## config.mk

```make
export PLATFORM = sky130hd
export DESIGN_NAME = mvu_cmd_sequencer
export DESIGN_NICKNAME = d
export VERILOG_FILES = /design/src/rtl/mvu_seq_pkg.sv /design/src/rtl/mvu_cmd_sequencer_watchdog.sv /design/src/rtl/mvu_cmd_sequencer.sv
export SDC_FILE = /design/constraint.sdc
export NUM_CORES = 1
export LEC_CHECK = 0
export BUFFER_PORTS_ARGS = -buffer_cell sky130_fd_sc_hd__buf_4
export CORE_ASPECT_RATIO = 1.1
export CORE_MARGIN = 5
export CORE_UTILIZATION = 51
export CTS_BUF_LIST = sky130_fd_sc_hd__clkbuf_4 sky130_fd_sc_hd__clkbuf_8
export CTS_CLUSTER_DIAMETER = 40
export DETAILED_ROUTE_END_ITERATION = 16
export GPL_TIMING_DRIVEN = 1
export HOLD_SLACK_MARGIN = 0.02
export PLACE_DENSITY = 0.84
export SYNTH_ARGS = -nofsm -noshare
export SYNTH_HDL_FRONTEND = slang
export SYNTH_SLANG_ARGS = --single-unit
```

## constraint.sdc

```tcl
create_clock -name clk -period 5.3 [get_ports clk]
set_input_delay 0.53 -clock clk [delete_from_list [all_inputs] [get_ports clk]]
set_output_delay 0.53 -clock clk [all_outputs]
set_load 0.05 [all_outputs]
```

## src/rtl/mvu_seq_pkg.sv

```systemverilog
// rtl/mvu_seq_pkg.sv - shared types for the MVU command sequencer
//
// Purpose: opcode, command and state types shared by the sequencer, its
// watchdog and the bench. The localparams give the default geometry that
// seq_cmd_t is laid out with.
package mvu_seq_pkg;

    localparam int SEQ_NMVU   = 8;
    localparam int SEQ_CH_W   = $clog2(SEQ_NMVU);
    localparam int SEQ_ADDR_W = 15;
    localparam int SEQ_WORD_W = 64;
    localparam int SEQ_TMO_W  = 20;

    typedef enum logic [2:0] {
        OP_NOP        = 3'd0,
        OP_WRW        = 3'd1,
        OP_CLR        = 3'd2,
        OP_START      = 3'd3,
        OP_WAIT       = 3'd4,
        OP_START_WAIT = 3'd5,
        OP_BWRW       = 3'd6,
        OP_ILLEGAL    = 3'd7
    } seq_op_t;

    typedef struct packed {
        seq_op_t                 op;
        logic [SEQ_CH_W-1:0]     ch;
        logic [SEQ_ADDR_W-1:0]   addr;
        logic [SEQ_WORD_W-1:0]   word;
    } seq_cmd_t;

    typedef enum logic [1:0] {
        ST_IDLE  = 2'd0,
        ST_WAIT  = 2'd1,
        ST_ERROR = 2'd2
    } seq_state_t;

    function automatic logic seq_op_legal(input seq_op_t op);
        return op != OP_ILLEGAL;
    endfunction

endpackage

```

## src/rtl/mvu_cmd_sequencer_watchdog.sv

```systemverilog
// rtl/mvu_cmd_sequencer_watchdog.sv - saturating WAIT watchdog for the MVU command sequencer
//
// Purpose: counts cycles spent waiting for a channel's done and flags expiry.
// Ports:
//   clk, rst_n : clock, asynchronous active-low reset
//   clear      : force the counter back to 0 (has priority over run)
//   run        : count this cycle
//   limit      : expiry threshold in cycles, 0 disables expiry
//   expired    : counter has reached limit-1 while running
module mvu_seq_watchdog
    import mvu_seq_pkg::*;
#(
    parameter int TMO_W = SEQ_TMO_W
) (
    input  logic             clk,
    input  logic             rst_n,
    input  logic             clear,
    input  logic             run,
    input  logic [TMO_W-1:0] limit,
    output logic             expired
);

    logic [TMO_W-1:0] count;

    always_ff @(posedge clk or negedge rst_n) begin
        if (!rst_n) begin
            count <= '0;
        end else if (clear) begin
            count <= '0;
        end else if (run && (count != '1)) begin
            count <= count + 1'b1;
        end
    end

    // The counter holds 0 in the first waiting cycle, so expiry at limit-1
    // means the wait lasted exactly 'limit' cycles. '>=' keeps a limit that
    // is lowered mid-wait from being skipped over.
    assign expired = run && (limit != '0) && (count >= (limit - 1'b1));

endmodule

```

## src/rtl/mvu_cmd_sequencer.sv

```systemverilog
// rtl/mvu_cmd_sequencer.sv - command sequencer driving NMVU MVU control and weight-write ports
//
// Purpose: consumes a valid/ready command stream and turns it into registered
// one-cycle pulses on the per-channel MVU control and weight-write ports,
// with sticky done tracking, a per-job watchdog and sticky error flags.
// Ports:
//   clk, rst_n                          : clock, asynchronous active-low reset
//   cmd_valid/cmd_ready                 : command handshake
//   cmd_op/cmd_ch/cmd_addr/cmd_word     : command fields
//   tmo_limit                           : WAIT timeout in cycles, 0 = no timeout
//   err_clr                             : clear ERROR state and sticky flags
//   mvu_done                            : per-channel done pulses from the MVUs
//   mvu_start/mvu_ic_clr/mvu_shacc_clr  : per-channel control pulses
//   wrw_en/wrw_addr/wrw_word            : weight write port
//   busy                                : waiting on a channel's done
//   err_timeout/err_illegal/err_ch      : sticky error flags, last timed-out channel
module mvu_cmd_sequencer
    import mvu_seq_pkg::*;
#(
    parameter int NMVU   = 8,
    parameter int ADDR_W = 15,
    parameter int WORD_W = 64,
    parameter int TMO_W  = 20
) (
    input  logic                    clk,
    input  logic                    rst_n,
    input  logic                    cmd_valid,
    output logic                    cmd_ready,
    input  logic [2:0]              cmd_op,
    input  logic [$clog2(NMVU)-1:0] cmd_ch,
    input  logic [ADDR_W-1:0]       cmd_addr,
    input  logic [WORD_W-1:0]       cmd_word,
    input  logic [TMO_W-1:0]        tmo_limit,
    input  logic                    err_clr,
    input  logic [NMVU-1:0]         mvu_done,
    output logic [NMVU-1:0]         mvu_start,
    output logic [NMVU-1:0]         mvu_ic_clr,
    output logic [NMVU-1:0]         mvu_shacc_clr,
    output logic [NMVU-1:0]         wrw_en,
    output logic [ADDR_W-1:0]       wrw_addr,
    output logic [WORD_W-1:0]       wrw_word,
    output logic                    busy,
    output logic                    err_timeout,
    output logic                    err_illegal,
    output logic [$clog2(NMVU)-1:0] err_ch
);

    localparam int CH_W = $clog2(NMVU);

    seq_state_t        state_q, state_d;
    logic [CH_W-1:0]   wait_ch_q, wait_ch_d;
    logic [NMVU-1:0]   done_seen_q, done_seen_d;

    logic [NMVU-1:0]   start_d, clr_d, wrw_en_d, ch_onehot, start_mask;
    logic [ADDR_W-1:0] wrw_addr_d;
    logic [WORD_W-1:0] wrw_word_d;
    logic [CH_W-1:0]   err_ch_d;
    logic              err_timeout_d, err_illegal_d;
    logic              tmo_set, ill_set;
    logic              accept, legal, cmd_done, wait_done;
    logic              wd_clear, wd_run, wd_expired;
    seq_op_t           op;

    assign cmd_ready = (state_q != ST_WAIT);
    assign busy      = (state_q == ST_WAIT);

    always_comb begin
        state_d     = state_q;
        wait_ch_d   = wait_ch_q;
        start_d     = '0;
        clr_d       = '0;
        wrw_en_d    = '0;
        start_mask  = '0;
        wrw_addr_d  = wrw_addr;
        wrw_word_d  = wrw_word;
        err_ch_d    = err_ch;
        tmo_set     = 1'b0;
        ch_onehot   = '0;
        ch_onehot[cmd_ch] = 1'b1;

        op        = seq_op_t'(cmd_op);
        accept    = cmd_valid && cmd_ready;
        legal     = seq_op_legal(op) && (int'(cmd_ch) < NMVU);
        // A done pulse arriving in the same cycle counts as already seen.
        cmd_done  = done_seen_q[cmd_ch] | mvu_done[cmd_ch];
        wait_done = done_seen_q[wait_ch_q] | mvu_done[wait_ch_q];

        case (state_q)
            ST_IDLE: begin
                if (accept && legal) begin
                    case (op)
                        OP_WRW: begin
                            wrw_en_d   = ch_onehot;
                            wrw_addr_d = cmd_addr;
                            wrw_word_d = cmd_word;
                        end
                        OP_CLR: begin
                            clr_d = ch_onehot;
                        end
                        OP_START: begin
                            start_d    = ch_onehot;
                            start_mask = ch_onehot;
                        end
                        OP_WAIT: begin
                            if (!cmd_done) begin
                                state_d   = ST_WAIT;
                                wait_ch_d = cmd_ch;
                            end
                        end
                        OP_START_WAIT: begin
                            // The start clears done_seen, so a stale done
                            // can never satisfy this wait.
                            start_d    = ch_onehot;
                            start_mask = ch_onehot;
                            state_d    = ST_WAIT;
                            wait_ch_d  = cmd_ch;
                        end
                        OP_BWRW: begin
                            wrw_en_d   = '1;
                            wrw_addr_d = cmd_addr;
                            wrw_word_d = cmd_word;
                        end
                        default: ;
                    endcase
                end
            end
            ST_WAIT: begin
                if (wait_done) begin
                    state_d = ST_IDLE;
                end else if (wd_expired) begin
                    state_d  = ST_ERROR;
                    tmo_set  = 1'b1;
                    err_ch_d = wait_ch_q;
                end
            end
            ST_ERROR: begin
                if (err_clr) begin
                    state_d = ST_IDLE;
                end
            end
            default: state_d = ST_IDLE;
        endcase

        ill_set       = accept && !legal;
        // A new error event in the same cycle as err_clr stays visible.
        err_timeout_d = (err_timeout & ~err_clr) | tmo_set;
        err_illegal_d = (err_illegal & ~err_clr) | ill_set;
        // Start clear wins over a coincident done pulse on the same channel.
        done_seen_d   = (done_seen_q | mvu_done) & ~start_mask;

        wd_run   = (state_q == ST_WAIT);
        wd_clear = (state_q != ST_WAIT) || (state_d != ST_WAIT);
    end

    always_ff @(posedge clk or negedge rst_n) begin
        if (!rst_n) begin
            state_q       <= ST_IDLE;
            wait_ch_q     <= '0;
            done_seen_q   <= '0;
            mvu_start     <= '0;
            mvu_ic_clr    <= '0;
            mvu_shacc_clr <= '0;
            wrw_en        <= '0;
            wrw_addr      <= '0;
            wrw_word      <= '0;
            err_timeout   <= 1'b0;
            err_illegal   <= 1'b0;
            err_ch        <= '0;
        end else begin
            state_q       <= state_d;
            wait_ch_q     <= wait_ch_d;
            done_seen_q   <= done_seen_d;
            mvu_start     <= start_d;
            mvu_ic_clr    <= clr_d;
            mvu_shacc_clr <= clr_d;
            wrw_en        <= wrw_en_d;
            wrw_addr      <= wrw_addr_d;
            wrw_word      <= wrw_word_d;
            err_timeout   <= err_timeout_d;
            err_illegal   <= err_illegal_d;
            err_ch        <= err_ch_d;
        end
    end

    mvu_seq_watchdog #(
        .TMO_W (TMO_W)
    ) u_watchdog (
        .clk     (clk),
        .rst_n   (rst_n),
        .clear   (wd_clear),
        .run     (wd_run),
        .limit   (tmo_limit),
        .expired (wd_expired)
    );

endmodule

```

==> metrics.yaml <==
route:
  antenna_left: 0
  finalWirelength_mm: 16.9
  drtPass1Iterations: 4
  drc: 0
  drt_iter0_drc: 225
  wl_per_cell_um: 18.5
  route.vias.total: 4847
  post_drt_via_cell_ratio: 5.30
timing:
  timing.final.crit_share_pct: 74.9
  finalSetupViolCount: 0
  drv_slew: 0
  rsz0062_at_grt: "false"
  fin_tns_setup_ps: 0
  clock_skew_ps: 9.89
  relSlewSlack_pct: 25.3
  holdWs_ps: 183
  max_freq_mhz: 252
  period_minus_slack_ps: 3970
  tightest_slew_ps: 1120
  hold_viol: 0
synth:
  yosysMostFrequentCell: "dfrtp_1"
  synthCells: 514
  yosys_warnings: 0
  async_reset_ff_share_pct: 100
  synth_ff_type: "dfrtp_1"
  synth_area_leader_cell: "dfrtp_1"
  synthTopCellsByArea: "dfrtp_1, mux2_2, ha_1"
  synth_common_cells: "dfrtp_1, mux2_2, nor2_1"
  yosysSeqAreaShare_pct: 56.0
  synth_area_um2: 6300
  synth-seq-cells: 141
  synth_nets: 654
  ys_types: 41
  synth.avg_cell_area_um2: 12.3
  synth-edff-count: 0
  synth_top_cell_area_share_pct: 56.0
grt:
  grt_pass1_vias: 5153
  grt_max_degree: 92
  track_usage_pct: 23.1
  antenna_found_initial: 0
  grt.overflow.total: 0
  grt_pass1_wl_mm: 26.4
finish:
  nNetsFinal: 887
  synthToLayoutAreaGrowth_pct: 37.3
  final_cells: 914
  drive_gt1_share_pct: 47.6
  diodes: 0
worst_setup_path:
  rr_startpoint: "u_watchdog.count[17]"
  crit_fanout: 5
  r2r_setup_slack_ps: 2540
  ff2ff_path_depth: 6
  worstPathRequired_ps: 5610
  worstSetupPathType: "in2reg"
  r2r-end: "err_ch[1]"
  cp-start-kind: "input port"
  critPathCaptureType: "register"
  cp_data_arrival_time_ps: 4280
pwr:
  power_density_nw_per_um2: 416
  ir_drop_mv: 0.257
  p_leak_nw: 4.10
clock_tree:
  cts.path.max_buffers: 2
  cts-root-buf: "clkbuf_8"
  cts_setup_buffers: 0
  cts_tree: "done"
  htree_levels: 4
  clock_latency_ps: 430
  hold_buffers: 0
  cts.clk_slew.worst_paths_ps: 80
  numCtsBuffers: 17
  ctsResizeCount: 0
  clock_sinks: 141
die:
  dieArea_um2: 14700
  initial_core_util_pct: 52.1
  die_h_um: 127
  fp.coreArea_um2: 12100
  ios: 235
  rows: 42
  die_x_um: 116
place:
  place_congestion: 0.908
  place_inst: 882
  dp_hpwl_mm: 13.3
  port-buffer-count: 234
outcome:
  outcome: "completed"
worst_hold_path:
  min_path_type: "in2async"
run:
  maxCapViolCount: 0
## registers in the layout, summed over array words and instances (netlist names)
register	flops
mvu_shacc_clr	8
wrw_en	8
wait_ch_q	3
u_watchdog.count	20
mvu_start	8
state_q	2
wrw_addr	15
err_ch	3
wrw_word	64
done_seen_q	8
err_timeout	1
err_illegal	1
## cell usage in the layout (no fill, tap or decap), drive strengths merged, types with 2 or more instances in the layout
cell / netlist / final
a211oi: 5 / 5
a21o: 2 / 2
a21oi: 14 / 14
and2: 2 / 2
and3: 5 / 5
buf: 18 / 236
bufinv: 0 / 6
clkbuf: 4 / 20
clkinvlp: 0 / 2
dfrtp: 141 / 141
ha: 23 / 23
inv: 7 / 10
mux2: 85 / 85
mux2i: 2 / 2
mux4: 2 / 2
nand2: 17 / 17
nand2b: 4 / 4
nand3: 10 / 10
nand3b: 4 / 4
nand4: 8 / 8
nor2: 76 / 76
nor3: 15 / 15
nor4: 3 / 3
nor4b: 2 / 2
o21ai: 8 / 8
o22ai: 5 / 5
or3b: 4 / 4
or4: 5 / 5
xnor2: 24 / 24
xor2: 11 / 11
## area by class of cell
type | count | area [um^2]
Clock buffer | 20 | 263
Clock inverter | 12 | 230
Fill cell | 854 | 3440
Inverter | 7 | 26.3
Multi-Input combinational cell | 344 | 2630
Sequential cell | 141 | 3530
Tap cell | 154 | 193
Timing Repair Buffer | 236 | 1780
## worst max-delay path by stage
stage | endpoint | from | slack, ps | cells after the start
floorplan | err_ch[0] | tmo_limit[13] | 1350 | 11
global placement | err_ch[2] | tmo_limit[7] | 1100 | 12
detailed placement | err_ch[1] | tmo_limit[7] | 920 | 12
CTS | err_ch[1] | tmo_limit[7] | 1380 | 12
global route | err_ch[0] | tmo_limit[7] | 1190 | 12
finish | err_ch[1] | tmo_limit[7] | 1330 | 12
## worst max-delay path, cell delays in order
cell     delay, ps
buf_4          120
or4_1          560
nor3_1         300
nand2_1        210
nor4_1         290
xnor2_1        120
ha_1           310
nand4_1        150
or4_1          540
o211a_1        240
or4_1          560
mux2_4         350
## cell families (layout without fill, tap and decap cells)
| logic type | count (synthesis) | count (layout) | synth area share [%] |
|---|---|---|---|
| XOR/XNOR | 35 | 35 | 4.87 |
| multiplexers | 89 | 89 | 16.4 |
| AO/OA/AOI/OAI | 38 | 38 | 3.64 |
| buffers and inverters | 29 | 275 | 2.28 |
| adder cells (fa/ha/maj) | 23 | 23 | 4.57 |
| flip-flops | 141 | 141 | 56.0 |
| AND/OR/NAND/NOR | 159 | 159 | 12.2 |
## through the flow
step | util, % | area (um^2) | setup WS, ps | total power [mW]
2_1_floorplan | - | 6300 | 1350 | 2.11
5_1_grt | 71.6 | 8650 | 1190 | 3.74
4_1_cts | 71.6 | 8650 | 1380 | 3.63
3_5_place_dp | 67.5 | 8160 | 919 | 2.58
6_report | 71.6 | 8650 | 1330 | 3.60
3_3_place_gp | 67.5 | 8160 | 1100 | 2.55
## report_power, final
part | switching [mW] | internal, mW | total [mW]
logic | 0.800 | 0.408 | 1.21
clock network | 0.412 | 0.637 | 1.05
registers | 0.0989 | 1.24 | 1.34
total | 1.31 | 2.29 | 3.60
## routing by layer
metal | track usage [%] | wire length, um | part of all wire [%] | vias up
met5 | 0 | 0 | 0 | -
met1 | 27.3 | 6440 | 38 | 2371
met3 | 6.86 | 1280 | 7.5 | 24
met2 | 40.1 | 8770 | 52 | 196
met4 | 7.44 | 444 | 2.6 | 0
li1 | - | - | - | 2256
No activity file was read; power rests on OpenSTA's default activity.
